[src/rtl/priority_encoder_pipe_if.sv]
// priority_encoder_pipe_if: valid/ready bus carrying input words and encoded results.
//   master: producer/consumer side; drives data_i, data_val_i and data_ready_i.
//   slave : encoder side; drives data_ready_o, the result fields and data_val_o.
interface priority_encoder_pipe_if #(
    parameter int WIDTH = 16
);
    localparam int IDX_W = $clog2(WIDTH);
    logic [WIDTH-1:0] data_i;
    logic             data_val_i;
    logic             data_ready_o;
    logic [WIDTH-1:0] data_left_o;
    logic [WIDTH-1:0] data_right_o;
    logic [IDX_W-1:0] left_idx_o;
    logic [IDX_W-1:0] right_idx_o;
    logic             zero_o;
    logic             data_val_o;
    logic             data_ready_i;
    modport master (
        output data_i, data_val_i, data_ready_i,
        input  data_ready_o, data_left_o, data_right_o, left_idx_o, right_idx_o, zero_o, data_val_o
    );
    modport slave (
        input  data_i, data_val_i, data_ready_i,
        output data_ready_o, data_left_o, data_right_o, left_idx_o, right_idx_o, zero_o, data_val_o
    );
endinterface

[src/rtl/priority_encoder_pipe.sv]
// priority_encoder_pipe: two-stage valid/ready priority encoder (highest and lowest set bit).
//   clk_i  : clock, rising edge
//   srst_i : asynchronous active-high reset, clears both stages
//   bus    : slave side of priority_encoder_pipe_if (input word in, one-hots/indices/zero out)
module priority_encoder_pipe #(
    parameter  int WIDTH = 16,
    localparam int IDX_W = $clog2(WIDTH)
) (
    input logic                    clk_i,
    input logic                    srst_i,
    priority_encoder_pipe_if.slave bus
);
    logic             r_v0;
    logic [WIDTH-1:0] r_s0;
    logic             r_v1;
    logic [WIDTH-1:0] r_left;
    logic [WIDTH-1:0] r_right;
    logic [IDX_W-1:0] r_lidx;
    logic [IDX_W-1:0] r_ridx;
    logic             r_zero;
    logic             w_en0;
    logic             w_en1;
    logic [WIDTH-1:0] w_left;
    logic [WIDTH-1:0] w_right;
    logic [IDX_W-1:0] w_lidx;
    logic [IDX_W-1:0] w_ridx;

    // Each stage may load when it is empty or when the stage after it is moving.
    assign w_en1 = !r_v1 || bus.data_ready_i;
    assign w_en0 = !r_v0 || w_en1;
    assign w_right = r_s0 & (~r_s0 + WIDTH'(1));

    // Ascending scan: the last set bit seen is the highest one.
    always_comb begin
        w_left = '0;
        w_lidx = '0;
        w_ridx = '0;
        for (int i = 0; i < WIDTH; i++) begin
            if (r_s0[i]) begin
                w_left    = '0;
                w_left[i] = 1'b1;
                w_lidx    = IDX_W'(i);
            end
            if (w_right[i]) w_ridx = IDX_W'(i);
        end
    end

    always_ff @(posedge clk_i or posedge srst_i) begin
        if (srst_i) begin
            r_v0    <= 1'b0;
            r_s0    <= '0;
            r_v1    <= 1'b0;
            r_left  <= '0;
            r_right <= '0;
            r_lidx  <= '0;
            r_ridx  <= '0;
            r_zero  <= 1'b0;
        end else begin
            if (w_en0) begin
                r_v0 <= bus.data_val_i;
                r_s0 <= bus.data_i;
            end
            if (w_en1) begin
                r_v1    <= r_v0;
                r_left  <= w_left;
                r_right <= w_right;
                r_lidx  <= w_lidx;
                r_ridx  <= w_ridx;
                r_zero  <= (r_s0 == '0);
            end
        end
    end

    assign bus.data_ready_o = w_en0;
    assign bus.data_val_o   = r_v1;
    assign bus.data_left_o  = r_left;
    assign bus.data_right_o = r_right;
    assign bus.left_idx_o   = r_lidx;
    assign bus.right_idx_o  = r_ridx;
    assign bus.zero_o       = r_zero;
endmodule

[src/flat_wrapper.sv]
// flat-port wrapper written by rule: the top's interface ports become plain ports
module priority_encoder_pipe_flat 
#(
    parameter  int WIDTH = 16,
    localparam int IDX_W = $clog2(WIDTH)
)
  (clk_i, srst_i, bus_data_i, bus_data_val_i, bus_data_ready_i, bus_data_ready_o, bus_data_left_o, bus_data_right_o, bus_left_idx_o, bus_right_idx_o, bus_zero_o, bus_data_val_o);
  priority_encoder_pipe_if #(.WIDTH(WIDTH)) bus_i ();
  input logic clk_i;
  input logic srst_i;
  input wire logic [$bits(bus_i.data_i)-1:0] bus_data_i;
  input wire logic [$bits(bus_i.data_val_i)-1:0] bus_data_val_i;
  input wire logic [$bits(bus_i.data_ready_i)-1:0] bus_data_ready_i;
  output wire logic [$bits(bus_i.data_ready_o)-1:0] bus_data_ready_o;
  output wire logic [$bits(bus_i.data_left_o)-1:0] bus_data_left_o;
  output wire logic [$bits(bus_i.data_right_o)-1:0] bus_data_right_o;
  output wire logic [$bits(bus_i.left_idx_o)-1:0] bus_left_idx_o;
  output wire logic [$bits(bus_i.right_idx_o)-1:0] bus_right_idx_o;
  output wire logic [$bits(bus_i.zero_o)-1:0] bus_zero_o;
  output wire logic [$bits(bus_i.data_val_o)-1:0] bus_data_val_o;
  assign bus_i.data_i = bus_data_i;
  assign bus_i.data_val_i = bus_data_val_i;
  assign bus_i.data_ready_i = bus_data_ready_i;
  assign bus_data_ready_o = bus_i.data_ready_o;
  assign bus_data_left_o = bus_i.data_left_o;
  assign bus_data_right_o = bus_i.data_right_o;
  assign bus_left_idx_o = bus_i.left_idx_o;
  assign bus_right_idx_o = bus_i.right_idx_o;
  assign bus_zero_o = bus_i.zero_o;
  assign bus_data_val_o = bus_i.data_val_o;
  priority_encoder_pipe #(.WIDTH(WIDTH)) u_core (.clk_i(clk_i), .srst_i(srst_i), .bus(bus_i));
endmodule
[config.mk]
export PLATFORM = sky130hd
export DESIGN_NAME = priority_encoder_pipe_flat
export DESIGN_NICKNAME = d
export VERILOG_FILES = /design/src/rtl/priority_encoder_pipe_if.sv /design/src/rtl/priority_encoder_pipe.sv /design/src/flat_wrapper.sv
export SDC_FILE = /design/constraint.sdc
export NUM_CORES = 1
export LEC_CHECK = 0
export BUFFER_PORTS_ARGS = -buffer_cell sky130_fd_sc_hd__buf_2
export CORE_AREA = 5 5 119 87
export DETAILED_ROUTE_END_ITERATION = 10
export DIE_AREA = 0 0 124 92
export PLACE_DENSITY_LB_ADDON = 0.15
export SLEW_MARGIN = 20
export SYNTH_ARGS = -nofsm -noshare
export SYNTH_HDL_FRONTEND = slang
export SYNTH_SLANG_ARGS = --single-unit
[constraint.sdc]
create_clock -name clk_i -period 3.3 [get_ports clk_i]
set_input_delay 0.495 -clock clk_i [delete_from_list [all_inputs] [get_ports clk_i]]
set_output_delay 0.495 -clock clk_i [all_outputs]
set_load 0.02 [all_outputs]
### Word level (Yosys, flattened, before mapping)

Index checks and enable logic that the tools add are counted.

| word-level totals | value |
|---|---|
| input port bits | 20 |
| word-level logic and storage cells | 62 |
| register bits after elaboration | 59 |
| output and inout bits | 43 |

| operators by class | value |
|---|---|
| $add $sub $neg | 1 |
| reductions and logical operators | 5 |
| multiplexer cells | 46 |
| bitwise gates (word level) | 2 |

Operator list:

| kind | number |
|---|---|
| $mux 4 | 17 |
| $mux 3 | 9 |
| $add 16x1->16 const B | 1 |
| $and 16x16->16 | 1 |
| $logic_not 16->1 | 1 |
| $mux 16 | 1 |
| $not 16->16 | 1 |
| $mux 15 | 1 |
| $mux 14 | 1 |
| $mux 13 | 1 |
| $mux 12 | 1 |
| $mux 11 | 1 |
| $mux 10 | 1 |
| $mux 2 | 5 |
| $mux 9 | 1 |
| $mux 8 | 1 |
| $mux 7 | 1 |
| $mux 6 | 1 |
| $mux 5 | 1 |
| $mux 1 | 3 |
| $logic_not 1->1 | 2 |
| $logic_or 1x1->1 | 2 |

### Longest topological paths before layout

Gate-level depths: netlist of run 1.

| logic depth | value |
|---|---|
| depth after elaboration | 18 |
| depth in mapped cells | 6 |
| depth with buffers taken out | 4 |

### Worst setup path after synthesis of run 1

Ideal clock, no wire load.

| timing path | value |
|---|---|
| path kind | register to output |
| start | reg u_core.r_v1, in the netlist u_core.bus.data_val_o |
| end | out bus_data_ready_o |
| slack | 1.536 ns |
| cell stages (with the launch flop) | 5 |
| arrival time | 1.269 ns |
| data required time | 2.805 ns |
| path buffers | 2 |
| path through | dfrtp_1 nor2b_1 clkbuf_1 nand2_1 clkbuf_1 |

| between the ends | value |
|---|---|
| word-level cells in the longest chain between the ends | 3 |

RTL lines:

| item | RTL line | source |
|---|---|---|
| from (decl) | priority_encoder_pipe.sv:15 | `logic r_v1;` |
| from (signal assigned) | priority_encoder_pipe.sv:64 | `r_v1 <= r_v0;` |
| $logic_not 1->1 | priority_encoder_pipe.sv:29 | `assign w_en1 = !r_v1 \|\| bus.data_ready_i;` |
| $logic_or 1x1->1 | priority_encoder_pipe.sv:29 |  |
| $logic_or 1x1->1 | priority_encoder_pipe.sv:30 | `assign w_en0 = !r_v0 \|\| w_en1;` |
| to (decl) | flat_wrapper.sv:14 | `output wire logic [$bits(bus_i.data_ready_o)-1:0] bus_data_ready_o;` |

Every way passes these cells.

### Final worst setup path of run 1

Same ends and word-level chain as after synthesis.

==> metrics.sh, run 1 <==
PRE_CTS_SLACK_NS=1.33
WORSTPATHREQUIRED_NS=2.80
POST-ROUTE-WORST-SETUP-SLACK_NS=1.31
MAX-CLOCK-PATH-BUFFERS=2
SYNTH_SEQ_AREA_SHARE_PCT=55.9
FINALCRITPERIODSHARE_PCT=60.4
PLACE_CONGESTION=0.764
GRT_PASS1_WL_UM=12200
DRTPASS1ITERATIONS=4
TIMING_HOLD_VIOLATIONS_FINAL=0
MAX-SLEW-MARGIN-REL_PCT=58.5
YOSYS_REGISTER_BITS=59
CPMAXSTAGEDELAYCELL='dfrtp_1'
SYNTH_TOP_CELL_BY_AREA='dfrtp_1'
CTS_HOLD_BUFFERS=0
FINAL_CELL_AREA_UM2=3330
CLOCK.FMAX_MHz=502
HOLD_PATH_CLASS='in -> async'
VIAS_IN_THE_FIRST_GLOBAL_ROUTE=2168
CLOCK_TREE_ROOT_BUFFER_CELL='clkbuf_16'
INITIALDRTVIOLATIONCOUNT=140
ASYNCSETRESETFLOPFRACSYNTH_PCT=100
WORST-SLEW-PIN-TRANSITION_NS=0.622
CRITICAL_PATH.CELL_CHAIN='nor2b_4, nand2_1, buf_2'
FINALCLOCKSKEW_NS=0.00733
SYN_INST=249
CELLLEAKAGEPOWER_nW=1.58
SYNTH_TOP_AREA_SHARE_PCT=55.9
MEAN_INSTANCE_SIZE_IN_THE_SYNTHESIZED_NETLIST_UM2=10.6
DP_CELLS=418
FIN_UTIL_PCT=37.2
POSTPLACECELLAREA_UM2=3040
WORST_PATH_DEPTH=3
DIODES=0
DIE_SPAN_Y_UM=92
CTS.REPORTEDPATHS.CLKPINSLEW_NS=0.05
ENDPOINT='bus_data_ready_o'
WORSTPATHBUFFERINVERTERCOUNT=1
CTS_TREE='yes'
WORST_PATH_LARGEST_CELL_DELAY_NS=0.39
SHARE_COMB_OF_TOTAL_POWER_PCT=12.0
FLOORPLAN.DIE.WIDTH_UM=124
INITIAL_ANTENNA_VIOLATION_COUNT=0
TIMING.CRITICAL_PATH.MAX_DELAY_FAMILY='simple AND/OR/NAND/NOR gates'
IR_DROP_mV=0.250
COMBINED_AREA_OF_THE_MULTI_INPUT_LOGIC_CELLS_UM2=1040
FINAL_CELL_COUNT_NO_FILL=434
SYNTH_AREA_LEADERS='dfrtp_1 (56%), nand2_1 (4.8%), mux2_2 (4.7%)'
NUMCTSBUFFERS=9
ROUTED_VIA_DENSITY=4.87
GRT_REMAINING_OVERFLOW=0
MOST_INSTANTIATED_LIBRARY_CELL_AFTER_SYNTHESIS='dfrtp_1'
SETUP.REG_TO_REG.WORST_SLACK_NS=1.42
DESIGN.DIE.AREA_UM2=11400
VIAS=2115
HOLDWS_NS=0.246
PATH_CLASS='reg -> out'
PORT_BUFFERS=62
AVGROUTEDWIREPERCELL_UM=17.3
SYNTH_AREA_UM2=2640
LAYOUT-AREA-OVERHEAD-VS-SYNTH_PCT=26.1
IO-PIN-COUNT=63
NETLIST-CELL-TYPE-COUNT=45
WORSTSKEWPAIRLATENCY_NS=0.33
DETAILED_PLACE_HPWL_UM=5370
CTS_HTREE_LEVELS=3
LAYOUT.FILLER_CELLS=910
NUM_ROWS=29
WORSTSETUPSTARTPOINT='u_core.bus.data_val_o$_DFFE_PP0P_'
RSZ_0062_RAISED_AFTER_GLOBAL_ROUTING='false'
CRITICAL_PATH_START_TYPE='flip-flop'
CLOCK_POWER_SHARE_PCT=45.4
SYNTH_EDF_COUNT=0
INITIAL_CORE_UTIL_PCT=29.5
TIMING.FINAL.CRIT_PERIOD_NS=1.99
DRC=0
POST_ROUTE_CELLS_DRIVE_ABOVE_1_SHARE_PCT=31.9
SEQUENTIALPOWERSHARE_PCT=42.6
SYNTH-MAIN-FF-CELL='dfrtp_1'
TNS_NS=0
GRTUSAGETOTAL_PCT=14.1
STATUS='finished clean'
FINAL_MAX_SLEW_VIOL_COUNT=0
DRT_WL_TOTAL_UM=7500
CRIT_ARRIVAL_NS=1.50
INTERNAL_POWER_mW=1.45
CRIT_FANOUT=13
SWSHARE_PCT=26.9
SEQCELLAREA_UM2=1480
CTSRESIZECOUNT=0
CLKSINKCOUNT=59
SYNTH-WARNING-COUNT=0
CTS_POST_SETUP_BUFFERS_INSERTED=0
YOSYS-TOP-CELLS-COUNT='dfrtp_1 (59), nand2_1 (34), nor2_1 (19), o21ai_0 (12), mux2_2 (11)'
TIMING.RR.START='u_core.r_s0[0]$_DFFE_PP0P_'
NETSWITCHINGPOWER_mW=0.532
REPORT.FINAL.SETUP_VIOL=0
TOTAL_NETS_FINAL=325
MAXIMUM_CAPACITANCE_VIOLATIONS=0
ANT_NETS=0
TIMING.RR.END='u_core.bus.data_right_o[13]$_DFFE_PP0P_'
REG2REG_DEPTH=4
ENDPOINT_KIND='output pin'
PLACEABLECOREAREA_UM2=8960
SYNTHESIS.NETS=269
TOTAL_POWER_PER_UNIT_CELL_AREA_nW_PER_UM2=594
GRT_START_MAX_NET_PINS=51
FINALPOWER_mW=1.98
[power groups by stage]
stage                     sequential [mW]  clock (mW)  combinational (mW)
after floorplan                     0.839           0               0.167
after detailed placement            0.856           0               0.239
final                               0.844       0.899               0.237
after CTS                           0.843       0.924               0.240
after global placement              0.856           0               0.239
after global routing                0.854       0.956               0.264
[flip-flops by register name (all words and copies together), names as in the netlist]
register / flops
u_core.bus.data_left_o: 16
u_core.bus.data_right_o: 16
u_core.bus.data_val_o: 1
u_core.bus.left_idx_o: 4
u_core.bus.right_idx_o: 4
u_core.bus.zero_o: 1
u_core.r_s0: 16
u_core.r_v0: 1
[area by class of cell]
| cell class | count | share of cell area [%] |
|---|---|---|
| clock buffer | 15 | 8.63 |
| timing repair buffer | 66 | 10.2 |
| clock inverter | 1 | 0.150 |
| inverter | 7 | 0.788 |
| multi-input combinational | 162 | 31.3 |
| sequential | 59 | 44.3 |
| tap | 124 | 4.65 |
[worst min-delay path by stage]
| stage | from | to | depth (start not counted) |
|---|---|---|---|
| after floorplan | u_core.r_v0$_DFFE_PP0P_ | u_core.bus.data_val_o$_DFFE_PP0P_ | 1 |
| after global placement | u_core.bus.data_right_o[6]$_DFFE_PP0P_ | u_core.bus.data_right_o[6]$_DFFE_PP0P_ | 2 |
| after detailed placement | u_core.bus.data_right_o[6]$_DFFE_PP0P_ | u_core.bus.data_right_o[6]$_DFFE_PP0P_ | 2 |
| after CTS | srst_i | u_core.bus.right_idx_o[2]$_DFFE_PP0P_ | 2 |
| after global routing | srst_i | u_core.bus.right_idx_o[2]$_DFFE_PP0P_ | 2 |
| final | srst_i | u_core.bus.right_idx_o[2]$_DFFE_PP0P_ | 2 |
[layout by cell type (no fill, tap or decap), drive strengths merged, types with 2 or more instances in the layout]
master / synthesis / routed
buf: 12 / 66
dfrtp: 59 / 59
nand2: 34 / 34
nor2: 20 / 20
o21ai: 15 / 15
clkbuf: 9 / 15
mux2: 11 / 11
nand2b: 9 / 9
a22o: 9 / 9
nand3: 7 / 7
a32o: 7 / 7
inv: 7 / 7
o31ai: 6 / 6
nor3: 5 / 5
nor4: 5 / 5
a21oi: 4 / 4
nor2b: 4 / 4
nand4: 3 / 3
nand3b: 2 / 2
nor4b: 2 / 2
a31oi: 2 / 2
o211ai: 2 / 2
[layer usage]
layer	share of wire, %	track usage, %
met1	53	22.0
met3	7.7	5.41
met5	0	0
met2	39	17.4
met4	0.36	4.38
[worst register-to-register path, delay by kind of cell (launching register included)]
family,cells,cell delay (ns)
and+or+nand+nor,3,1.20
AOI/OAI and AO/OA,1,0.12
DFF,1,0.50
[cells by family (layout without fill, tap and decap cells)]
logic type / count (synthesis) / count (layout) / synth area share [%]
compound gates: 55 / 55 / 15.6
buf+inv: 28 / 89 / 4.97
flops: 59 / 59 / 55.9
mux: 11 / 11 / 4.69
simple gates: 96 / 96 / 18.9
Note: power is estimated with default switching activity, not from simulation.
==> run 2: changes to the inputs <==
clock period = 1.9 ns   (was 3.3 ns; I/O delays follow)
==> metrics.sh, run 2 (same netlist as run 1, synthesis figures left out) <==
HOLD_PATH_CLASS='in -> async'  # unchanged
CLKSINKCOUNT=59  # unchanged
FINAL_CELL_MIX='buf_2 (62), dfrtp_1 (59), nand2_1 (34), nor2_1 (19), buf_4 (16)'  # was buf_2 (62), dfrtp_1 (59), nand2_1 (34), nor2_1 (19), o21ai_0 (12)
CELLLEAKAGEPOWER_nW=1.66  # was 1.58 nW
IR_DROP_mV=0.391  # was 0.250 mV
FIN_UTIL_PCT=38.6  # was 37.2%
CTS_HTREE_LEVELS=3  # unchanged
DRTPASS1ITERATIONS=4  # unchanged
POSTPLACECELLAREA_UM2=3170  # was 3040 µm²
LAYOUT-AREA-OVERHEAD-VS-SYNTH_PCT=30.9  # was 26.1%
GRT_REMAINING_OVERFLOW=0  # unchanged
CTS_POST_SETUP_BUFFERS_INSERTED=0  # unchanged
INITIAL_CORE_UTIL_PCT=29.5  # unchanged
NUM_ROWS=29  # unchanged
TOTAL_NETS_FINAL=339  # was 325
DIODES=0  # unchanged
FINAL_MAX_SLEW_VIOL_COUNT=0  # unchanged
CLOCK.FMAX_MHz=554
LAYOUT.FILLER_CELLS=923  # was 910
GRT_PASS1_WL_UM=12700  # was 12200 µm
POST_ROUTE_CELLS_DRIVE_ABOVE_1_SHARE_PCT=35.0  # was 31.9%
STATUS='finished clean'  # unchanged
POST-ROUTE-WORST-SETUP-SLACK_NS=0.0965  # was 1.31 ns
INITIAL_ANTENNA_VIOLATION_COUNT=0  # unchanged
DIE_SPAN_Y_UM=92  # unchanged
PLACEABLECOREAREA_UM2=8960  # unchanged
HOLDWS_NS=0.0189  # was 0.246 ns
LAYOUT_COMMONEST_CELL='buf_2'  # unchanged
CRITICAL_PATH.CELL_CHAIN='nor4_4, nand4_1, o32a_1, o211ai_2'  # was nor2b_4, nand2_1, buf_2
WORSTSKEWPAIRLATENCY_NS=0.33  # about the same
GRT_START_MAX_NET_PINS=60  # was 51
REPORT.FINAL.SETUP_VIOL=0  # unchanged
GRTUSAGETOTAL_PCT=14.8  # was 14.1%
WORST_PATH_LARGEST_CELL_DELAY_NS=0.49  # was 0.39 ns
INITIALDRTVIOLATIONCOUNT=129  # was 140
VIAS=2172  # was 2115
NUMCTSBUFFERS=9  # unchanged
PORT_BUFFERS=62  # unchanged
CRITICAL_PATH_START_TYPE='flip-flop'  # unchanged
FLOORPLAN.DIE.WIDTH_UM=124  # unchanged
TIMING.FINAL.CRIT_PERIOD_NS=1.80
TNS_NS=0  # unchanged
CTS.REPORTEDPATHS.CLKPINSLEW_NS=0.05  # about the same
MAX-SLEW-MARGIN-REL_PCT=68.7  # was 58.5%
DETAILED_PLACE_HPWL_UM=5680  # was 5370 µm
CTS_TREE='yes'  # unchanged
RSZ_0062_RAISED_AFTER_GLOBAL_ROUTING='false'  # unchanged
DRT_WL_TOTAL_UM=7770  # was 7500 µm
WORSTPATHREQUIRED_NS=2.15  # was 2.80 ns
PLACE_CONGESTION=0.840  # was 0.764
CRIT_ARRIVAL_NS=2.06  # was 1.50 ns
ANT_NETS=0  # unchanged
MAX-CLOCK-PATH-BUFFERS=2  # unchanged
DP_CELLS=432  # was 418
TIMING_HOLD_VIOLATIONS_FINAL=0  # unchanged
PATH_CLASS='reg -> reg'  # was reg -> out
FINALPOWER_mW=3.45  # was 1.98 mW
IO-PIN-COUNT=63  # unchanged
DESIGN.DIE.AREA_UM2=11400  # unchanged
FINALCLOCKSKEW_NS=0.00752  # was 0.00733 ns
AVGROUTEDWIREPERCELL_UM=17.4  # was 17.3 µm
REG2REG_DEPTH=4  # unchanged
FINAL_CELL_AREA_UM2=3460  # was 3330 µm²
PRE_CTS_SLACK_NS=0.125  # was 1.33 ns
CPMAXSTAGEDELAYCELL='nor4_4'  # was dfrtp_1
DRC=0  # unchanged
VIAS_IN_THE_FIRST_GLOBAL_ROUTE=2272  # was 2168
FINALCRITPERIODSHARE_PCT=94.9
MAXIMUM_CAPACITANCE_VIOLATIONS=0  # unchanged
ROUTED_VIA_DENSITY=4.86  # was 4.87
CLOCK_TREE_ROOT_BUFFER_CELL='clkbuf_16'  # unchanged
CRIT_FANOUT=8  # was 13
ENDPOINT_KIND='flip-flop'  # was output pin
TOTAL_POWER_PER_UNIT_CELL_AREA_nW_PER_UM2=997  # was 594 nW/µm²
WORST-SLEW-PIN-TRANSITION_NS=0.466  # was 0.622 ns
FINAL_CELL_COUNT_NO_FILL=447  # was 434
[run 2: changes by cell type in the layout (fill, tap and decap cells not counted), sizes merged]
cell / change
clkbuf: -2
buf: +14
clkinv: +1
[run 2: final timing paths]
path,start,to,slack (ns)
worst min register to register,u_core.bus.data_right_o[0]$_DFFE_PP0P_,u_core.bus.data_right_o[0]$_DFFE_PP0P_,0.46
max in group asynchronous,srst_i,u_core.bus.data_left_o[11]$_DFFE_PP0P_,1.62
worst min-delay path,srst_i,u_core.bus.data_right_o[0]$_DFFE_PP0P_,0.02
worst max-delay path,u_core.r_s0[6]$_DFFE_PP0P_,u_core.bus.right_idx_o[0]$_DFFE_PP0P_,0.1
worst max register to register,u_core.r_s0[6]$_DFFE_PP0P_,u_core.bus.right_idx_o[0]$_DFFE_PP0P_,0.1
min in group clk_i,bus_data_val_i,u_core.r_v0$_DFFE_PP0P_,0.15
[run 2: report_power, final]
group | switching (mW) | internal (mW) | total [mW]
registers | 0.103 | 1.34 | 1.44
logic | 0.298 | 0.195 | 0.493
clock network | 0.539 | 0.975 | 1.51
total | 0.940 | 2.51 | 3.45
[run 2: worst max-delay path: cells and delay by family, from the launching register on]
| family | cells | cell delay [ns] |
|---|---|---|
| AND/OR/NAND/NOR | 2 | 0.76 |
| AO/OA/AOI/OAI | 2 | 0.49 |
| flip-flops | 1 | 0.48 |
[run 2: area by class of cell]
| cell class | instances | area (µm²) | area share, % |
|---|---|---|---|
| Tap cell | 124 | 155 | 4.48 |
| Sequential cell | 59 | 1480 | 42.7 |
| Clock inverter | 2 | 10.0 | 0.289 |
| Inverter | 7 | 26.3 | 0.759 |
| Multi-Input combinational cell | 162 | 1050 | 30.4 |
| Timing Repair Buffer | 80 | 470 | 13.6 |
| Clock buffer | 13 | 270 | 7.81 |
[run 2: what timing repair did]
item | in CTS | in global routing
endpoints found under the setup margin | 0 | 2
resized for setup | 0 | 1
hold buffers | 0 | 0
[run 2: per-layer routing]
layer / track usage (%) / vias up / wire [µm]
met2: 18.8 / 72 / 2960
li1: - / 1033 / -
met3: 5.84 / 5 / 575
met1: 23.0 / 1062 / 4170
met4: 3.28 / 0 / 62
met5: 0 / - / 0
